**src/rtl/instr_fetch_align.sv**
```systemverilog
// instr_fetch_align: imem reader that realigns words into 16/32-bit instructions for the decoder.
// Optional FETCH_MISALIGN_EN adds fetch_misalign and an error state for odd redirect targets.
module instr_fetch_align #(
   parameter int          ADDR_WIDTH = 11,
   parameter int          DATA_WIDTH = 32,
   parameter logic [31:0] RESET_PC   = 32'h0
) (
   input  logic                  clk,
   input  logic                  reset,
   output logic [ADDR_WIDTH-1:0] imem_addr,
   input  logic [DATA_WIDTH-1:0] imem_rdata,
   input  logic                  redirect_valid,
   input  logic [31:0]           redirect_pc,
   output logic                  instr_valid,
   input  logic                  instr_ready,
   output logic [31:0]           instr,
   output logic [31:0]           instr_pc,
   output logic                  instr_is_comp
`ifdef FETCH_MISALIGN_EN
   ,
   output logic                  fetch_misalign
`endif
);
   logic [29:0] fetch_wp;
   logic [63:0] hw_q, hw_d, keep_mask, app_data;
   logic [2:0]  count, base, proj;
   logic [1:0]  cons, n_app;
   logic        req_inflight, skip_hi, err, issue, bad_pc;
`ifdef FETCH_MISALIGN_EN
   assign bad_pc         = redirect_pc[0];
   assign fetch_misalign = err;
`else
   assign bad_pc = 1'b0;
`endif
   assign imem_addr     = fetch_wp[ADDR_WIDTH-1:0];
   assign instr_is_comp = (count != 3'd0) && (hw_q[1:0] != 2'b11);
   assign instr_valid   = instr_is_comp || (count >= 3'd2);
   assign instr         = instr_is_comp ? {16'h0, hw_q[15:0]} : hw_q[31:0];
   always_comb begin
      cons      = (instr_valid && instr_ready) ? (instr_is_comp ? 2'd1 : 2'd2) : 2'd0;
      base      = count - {1'b0, cons};
      proj      = base + (req_inflight ? 3'd2 : 3'd0);
      issue     = !redirect_valid && !err && (proj <= 3'd2);
      n_app     = req_inflight ? (skip_hi ? 2'd1 : 2'd2) : 2'd0;
      app_data  = {32'h0, skip_hi ? {16'h0, imem_rdata[31:16]} : imem_rdata};
      keep_mask = (64'h1 << {base, 4'b0}) - 64'h1;
      // survivors shift toward hw0; the new word lands right after them
      hw_d      = ((hw_q >> {cons, 4'b0}) & keep_mask) | (req_inflight ? (app_data << {base, 4'b0}) : 64'h0);
   end
   always_ff @(posedge clk or negedge reset) begin
      if (!reset) begin
         fetch_wp     <= RESET_PC[31:2];
         hw_q         <= '0;
         count        <= '0;
         req_inflight <= 1'b0;
         skip_hi      <= 1'b0;
         err          <= 1'b0;
         instr_pc     <= RESET_PC;
      end else if (redirect_valid) begin
         fetch_wp     <= redirect_pc[31:2];
         count        <= '0;
         req_inflight <= 1'b0;
         skip_hi      <= redirect_pc[1];
         err          <= bad_pc;
         instr_pc     <= {redirect_pc[31:1], redirect_pc[0] & bad_pc};
      end else begin
         hw_q         <= hw_d;
         count        <= base + {1'b0, n_app};
         req_inflight <= issue;
         if (issue) fetch_wp <= fetch_wp + 30'd1;
         if (req_inflight) skip_hi <= 1'b0;
         instr_pc     <= instr_pc + {29'h0, cons, 1'b0};
      end
   end
endmodule

```
**config.mk**
```make
export PLATFORM = sky130hd
export DESIGN_NAME = instr_fetch_align
export DESIGN_NICKNAME = d
export VERILOG_FILES = /design/src/rtl/instr_fetch_align.sv
export SDC_FILE = /design/constraint.sdc
export NUM_CORES = 1
export LEC_CHECK = 0
export ABC_CLOCK_PERIOD_IN_PS = 5600
export BUFFER_PORTS_ARGS = -buffer_cell sky130_fd_sc_hd__buf_2
export CORE_MARGIN = 8
export CORE_UTILIZATION = 60
export DETAILED_ROUTE_END_ITERATION = 10
export GPL_ROUTABILITY_DRIVEN = 0
export PLACE_DENSITY = 0.93
export SYNTH_ARGS = -nofsm -noshare
export SYNTH_HDL_FRONTEND = slang
export SYNTH_SLANG_ARGS = --single-unit
```
**constraint.sdc**
```tcl
create_clock -name clk -period 5.6 [get_ports clk]
set_clock_uncertainty 0.15 [all_clocks]
set_input_delay 0.84 -clock clk [delete_from_list [all_inputs] [get_ports clk]]
set_output_delay 0.84 -clock clk [all_outputs]
set_load 0.01 [all_outputs]
```
**Yosys cells after proc, flatten, opt, wreduce, memory -nomap -nowiden**

Index checks and enable logic that the tools add are counted.

- Register bits: 131
- Input port bits: 68

- $add $sub $neg: 6
- Magnitude comparators: 2
- Equality and inequality tests: 1
- Shift-type cells: 3
- Mux-type cells: 15
- Bitwise logic cells: 2
- Reduce and logical (&&, ||, !) cells: 8

Operators by type and width:

| operator | number |
|---|---|
| $mux W32 | 3 |
| $and A64 B64 Y64 | 1 |
| $mux W64 | 1 |
| $or A64 B64 Y64 | 1 |
| $shl A1 B7 Y64 const A | 1 |
| $shl A32 B7 Y64 | 1 |
| $shr A64 B6 Y64 | 1 |
| $sub A64 B1 Y64 const B | 1 |
| $mux W30 | 2 |
| $add A32 B3 Y32 | 1 |
| $add A30 B1 Y30 const B | 1 |
| $mux W2 | 5 |
| $add A3 B2 Y3 | 2 |
| $reduce_bool A2 Y1 | 2 |
| $ge A3 B2 Y1 const B | 1 |
| $le A3 B2 Y1 const B | 1 |
| $logic_and A1 B1 Y1 | 3 |
| $mux W1 | 3 |
| $mux W3 | 1 |
| $reduce_bool A3 Y1 | 1 |
| $sub A3 B2 Y3 | 1 |
| $ne A2 B2 Y1 const B | 1 |
| $logic_not A1 Y1 | 1 |
| $logic_or A1 B1 Y1 | 1 |

**Longest topological paths before layout**

- Depth in word-level cells: 11
- Depth in mapped cells: 14
- Mapped depth without buffers: 12

**Worst setup path after synthesis**

Ideal clock, no wire load.

- Kind: input to register
- Start: in instr_ready
- End: reg fetch_wp[6]
- Arrival time: 3.460 ns
- Required time: 5.325 ns
- Setup slack: 1.866 ns
- Cell stages on the path: 13
- Cell sequence: a21boi_0 > nand2_1 > inv_2 > clkbuf_1 > ha_1 > fa_1 > inv_1 > ha_1 > xnor3_1 > and4_1 > nand4_1 > xnor2_1 > mux2_2

- Word-level cells in the longest chain between the ends: 7

Ends and longest elaborated chain:

| what | RTL line | RTL |
|---|---|---|
| start, declared | 15 | `input logic instr_ready,` |
| $logic_and A1 B1 Y1 | 40 | `cons = (instr_valid && instr_ready) ? (instr_is_comp ? 2'd1 : 2'd2) : 2'd0;` |
| $mux W2 | 40 |  |
| $sub A3 B2 Y3 | 41 | `base = count - {1'b0, cons};` |
| $add A3 B2 Y3 | 42 | `proj = base + (req_inflight ? 3'd2 : 3'd0);` |
| $le A3 B2 Y1 | 43 | `issue = !redirect_valid && !err && (proj <= 3'd2);` |
| $logic_and A1 B1 Y1 | 43 |  |
| $reduce_bool A2 Y1 (no source line) | - |  |
| end signal, assigned | 52 | `fetch_wp <= RESET_PC[31:2];` |
| end signal, assigned | 60 | `fetch_wp <= redirect_pc[31:2];` |
| end signal, assigned | 70 | `if (issue) fetch_wp <= fetch_wp + 30'd1;` |
| end, declared | 24 | `logic [29:0] fetch_wp;` |

Every way passes these cells.
A chain may end at the register's enable or synchronous reset.

**Worst setup path after layout**

- Start: reg count[2]
- End: reg hw_q[53]

- Word-level cells in the longest chain between the ends: 10
- Elaborated cells between the ends (all ways): 15

Ends and longest elaborated chain:

| what | RTL line | RTL |
|---|---|---|
| start, declared | 26 | `logic [2:0] count, base, proj;` |
| start signal, assigned | 68 | `count <= base + {1'b0, n_app};` |
| branches (longest 9 deep; another with $sub A64 B1 Y64) | - |  |
| $or A64 B64 Y64 * | 48 | `hw_d = ((hw_q >> {cons, 4'b0}) & keep_mask) \| (req_inflight ? (app_data << {base, 4'b0}) : 64'h0);` |
| end signal, assigned | 67 | `hw_q <= hw_d;` |
| end, declared | 25 | `logic [63:0] hw_q, hw_d, keep_mask, app_data;` |

Mark *: on every way between the ends.

==> PnR_summary.wiki <==
{| class="wikitable"
! Metric !! Value
|-
| Critical Path End Type || flop
|-
| Clock Latency Late Sink || 360 ps
|-
| Final net count || 997
|-
| P_leak || 3.81 nW
|-
| Final critical-path required period || 3730 ps
|-
| Commonest cells after routing, fill and taps aside || nand2_1 (143), buf_2 (141), dfrtp_1 (110), nor2_1 (75), o21ai_0 (71)
|-
| TritonCTS sink count || 111
|-
| Largest net degree at the start of global routing || 72
|-
| Number of buffer and inverter stages on the critical path || 2
|-
| Antenna-violating nets left || 0
|-
| Number of vias per cell || 6.36
|-
| Total CTS buffers || 9
|-
| Aggregate global-route resource usage || 0.262
|-
| Category of the critical setup timing path || flop to flop
|-
| Mapped Avg Cell Area || 8.60 um2
|-
| Arrival time at the worst endpoint || 3860 ps
|-
| Max Buffers Root-to-Sink || 2
|-
| Sum Neg Setup Slack || 0 ps
|-
| Initial core utilization || 0.619
|-
| Most frequently used flop master after synthesis || dfrtp_1
|-
| Hold Violations, Final || 0
|-
| Post-CTS Setup Repair Bufs || 0
|-
| TritonCTS clock tree || built
|-
| Leading cell type in the layout, fill and taps excluded || nand2_1
|-
| Row count || 39
|-
| Yosys cell types || 56
|-
| Number of enable flip-flop cells after synthesis || 0
|-
| Worst setup slack after layout || 1870 ps
|-
| Std-Cell Core Area || 11500 um2
|-
| Run status || complete, no violations
|-
| Number of slew-limit violations in the final report || 0
|-
| Transition time at the pin with the least slew margin || 1160 ps
|-
| Synthesized net count || 904
|-
| Largest fanout on the critical path || 17
|-
| Count of mapped cells out of synthesis || 826
|-
| Slowest-stage cell, CP || ha_1
|-
| Via total after detailed routing || 6795
|-
| Number of failing setup endpoints in the final timing report || 0
|-
| IR Drop Worst-Case VDD || 0.378 mV
|-
| Path category of the worst min-delay check || flop to flop
|-
| Number of antenna violations at the first check in global routing || 0
|-
| Share of flip-flops with an asynchronous set or reset || 1.00
|-
| Number of DRC markers in iteration 0 || 726
|-
| Mean routed wirelength per cell || 19.7 um
|-
| Global-route wire length before repair || 33.8 mm
|-
| Cell Chain, Critical Path || or3_1 -> nand2_1 -> inv_2 -> ha_1 -> fa_1 -> xnor2_1 -> buf_4 -> nand3_1 -> ha_1 -> a31o_2 -> nand2_1 -> o21ai_0
|-
| CTS hold repair buffers || 0
|-
| Flip-flop and latch count after synthesis || 111
|-
| Areal power density over the cells || 553 nW/um2
|-
| Worst max-slew margin expressed relative to the limit || 0.225
|-
| Peak clock frequency supported by timing || 268 MHz
|-
| Sequential area share after synthesis || 0.391
|-
| Type of element launching the critical path || flop
|-
| Number of search-and-repair iterations in the first detailed-routing pass || 6
|-
| Remaining DRCs || 0
|-
| Overflow left after global routing || 0
|-
| Height of the die || 125 um
|-
| Post-synthesis to final-layout area growth || 12.5%
|-
| Clock root cell || clkbuf_16
|-
| Count of warnings emitted by yosys || 0
|-
| Number of H-tree levels || 3
|-
| Width of the chip || 125 um
|-
| Required time of the critical path || 5720 ps
|-
| Vias in the first global route || 6783
|-
| Mapped cell area || 7100 um2
|-
| Number of top-level pins || 145
|-
| Final critical-path share of the clock period || 0.666
|-
| Post-placement worst setup slack || 1590 ps
|-
| Die area || 15600 um2
|-
| Crit path largest cell delay || 660 ps
|-
| Count of input and output buffers || 142
|-
| RSZ-0062 raised after global routing || false
|-
| HPWL reported at the end of detailed placement || 13.8 mm
|-
| Fraction of final layout cells sized beyond drive strength 1 || 0.209
|-
| Aggregate routed wire length || 21.0 mm
|-
| Clock-pin slew on the worst setup and hold paths || 70 ps
|-
| Number of gates resized after cts || 0
|-
| Maximum Capacitance Violations || 0
|-
| CP top delay family || adder cells
|}
==> registers in the layout (all words and copies together) (netlist names) <==
signal and count:
req_inflight 1, instr_pc 31, hw_q 64, count 3, skip_hi 1, fetch_wp 11
==> worst register-to-register path: cells and delay by family, from the launching register on <==
family | cells | cell delay (ps)
xor gates and xnor gates | 1 | 170
and+or+nand+nor | 4 | 750
AOI/OAI and AO/OA | 2 | 630
DFF | 1 | 430
adders and majority gates | 3 | 1310
buffers and inverters | 2 | 210
==> cell families after synthesis <==
kind of cell | synth area share
other cells | 0.000528
buf+inv | 0.0578
xor+xnor | 0.0534
compound gates | 0.192
flops | 0.391
simple gates | 0.214
fa+ha+maj | 0.0208
mux | 0.0698
==> final cells by class <==
cell class | instances | area, um2
clock buffers | 10 | 229
clock inverters | 6 | 36.3
repair buffers | 154 | 803
flip-flops and latches | 111 | 2780
diodes | 1 | 2.50
multi-input cells | 630 | 3920
fillers | 877 | 3470
well taps | 143 | 179
inverters | 13 | 48.8
==> power breakdown <==
part | switching [W] | internal (W)
sequential | 0.000287 | 0.00107
clock | 0.000306 | 0.000301
combinational | 0.00146 | 0.000999
total | 0.00205 | 0.00237
==> path summary, 6_finish.rpt <==
path | slack [ps] | cells past startpoint | to | from
max in group asynchronous | 4040 | 2 | skip_hi | reset
hold reg to reg | 340 | 2 | hw_q[38] | hw_q[54]
hold / removal | 340 | 2 | hw_q[38] | hw_q[54]
setup reg to reg | 1870 | 12 | hw_q[53] | count[2]
min in group asynchronous | 370 | 1 | hw_q[2] | reset
setup / recovery | 1870 | 12 | hw_q[53] | count[2]
==> cells in the mapped netlist (4+ instances only) <==
master | count | share of area
buf_2 | 13 | 0.0092
inv_1 | 12 | 0.0063
nand4_1 | 16 | 0.014
xor2_1 | 23 | 0.028
mux2_2 | 12 | 0.019
o21ai_0 | 71 | 0.050
nand3_1 | 27 | 0.019
o22a_1 | 16 | 0.020
nor2b_1 | 12 | 0.011
buf_4 | 20 | 0.021
nand2b_1 | 4 | 0.0035
a31oi_1 | 16 | 0.014
nor2_1 | 75 | 0.040
nand2_1 | 143 | 0.076
a221o_1 | 15 | 0.021
clkbuf_1 | 33 | 0.017
buf_1 | 6 | 0.0032
o2bb2ai_1 | 16 | 0.020
a22oi_1 | 31 | 0.033
ha_1 | 7 | 0.012
and3_1 | 7 | 0.0062
dfrtp_1 | 111 | 0.39
a21oi_1 | 24 | 0.017
and2_1 | 23 | 0.020
mux2i_1 | 36 | 0.051
xnor2_1 | 15 | 0.018
==> through the flow <==
stage	instance area, um2	utilization	std cells	power, W	hold slack [ps]
after floorplan	7100	-	826	0.00309	305
after detailed placement	7720	0.674	1051	0.00378	329
after CTS	7990	0.697	1067	0.00439	338
after global placement	7720	0.674	1051	0.00367	316
final	7990	0.697	1068	0.00442	341
after global routing	7990	0.697	1067	0.00472	370
==> metal layers <==
layer	GRT usage	share of wire	vias to the layer above	wire, um
met5	0	0	-	0
met4	0.106	0.020	0	426
met3	0.0894	0.12	40	2480
met2	0.430	0.48	425	10200
met1	0.308	0.38	3254	7900
li1	-	-	3076	-
(Power assumes the default switching activity.)
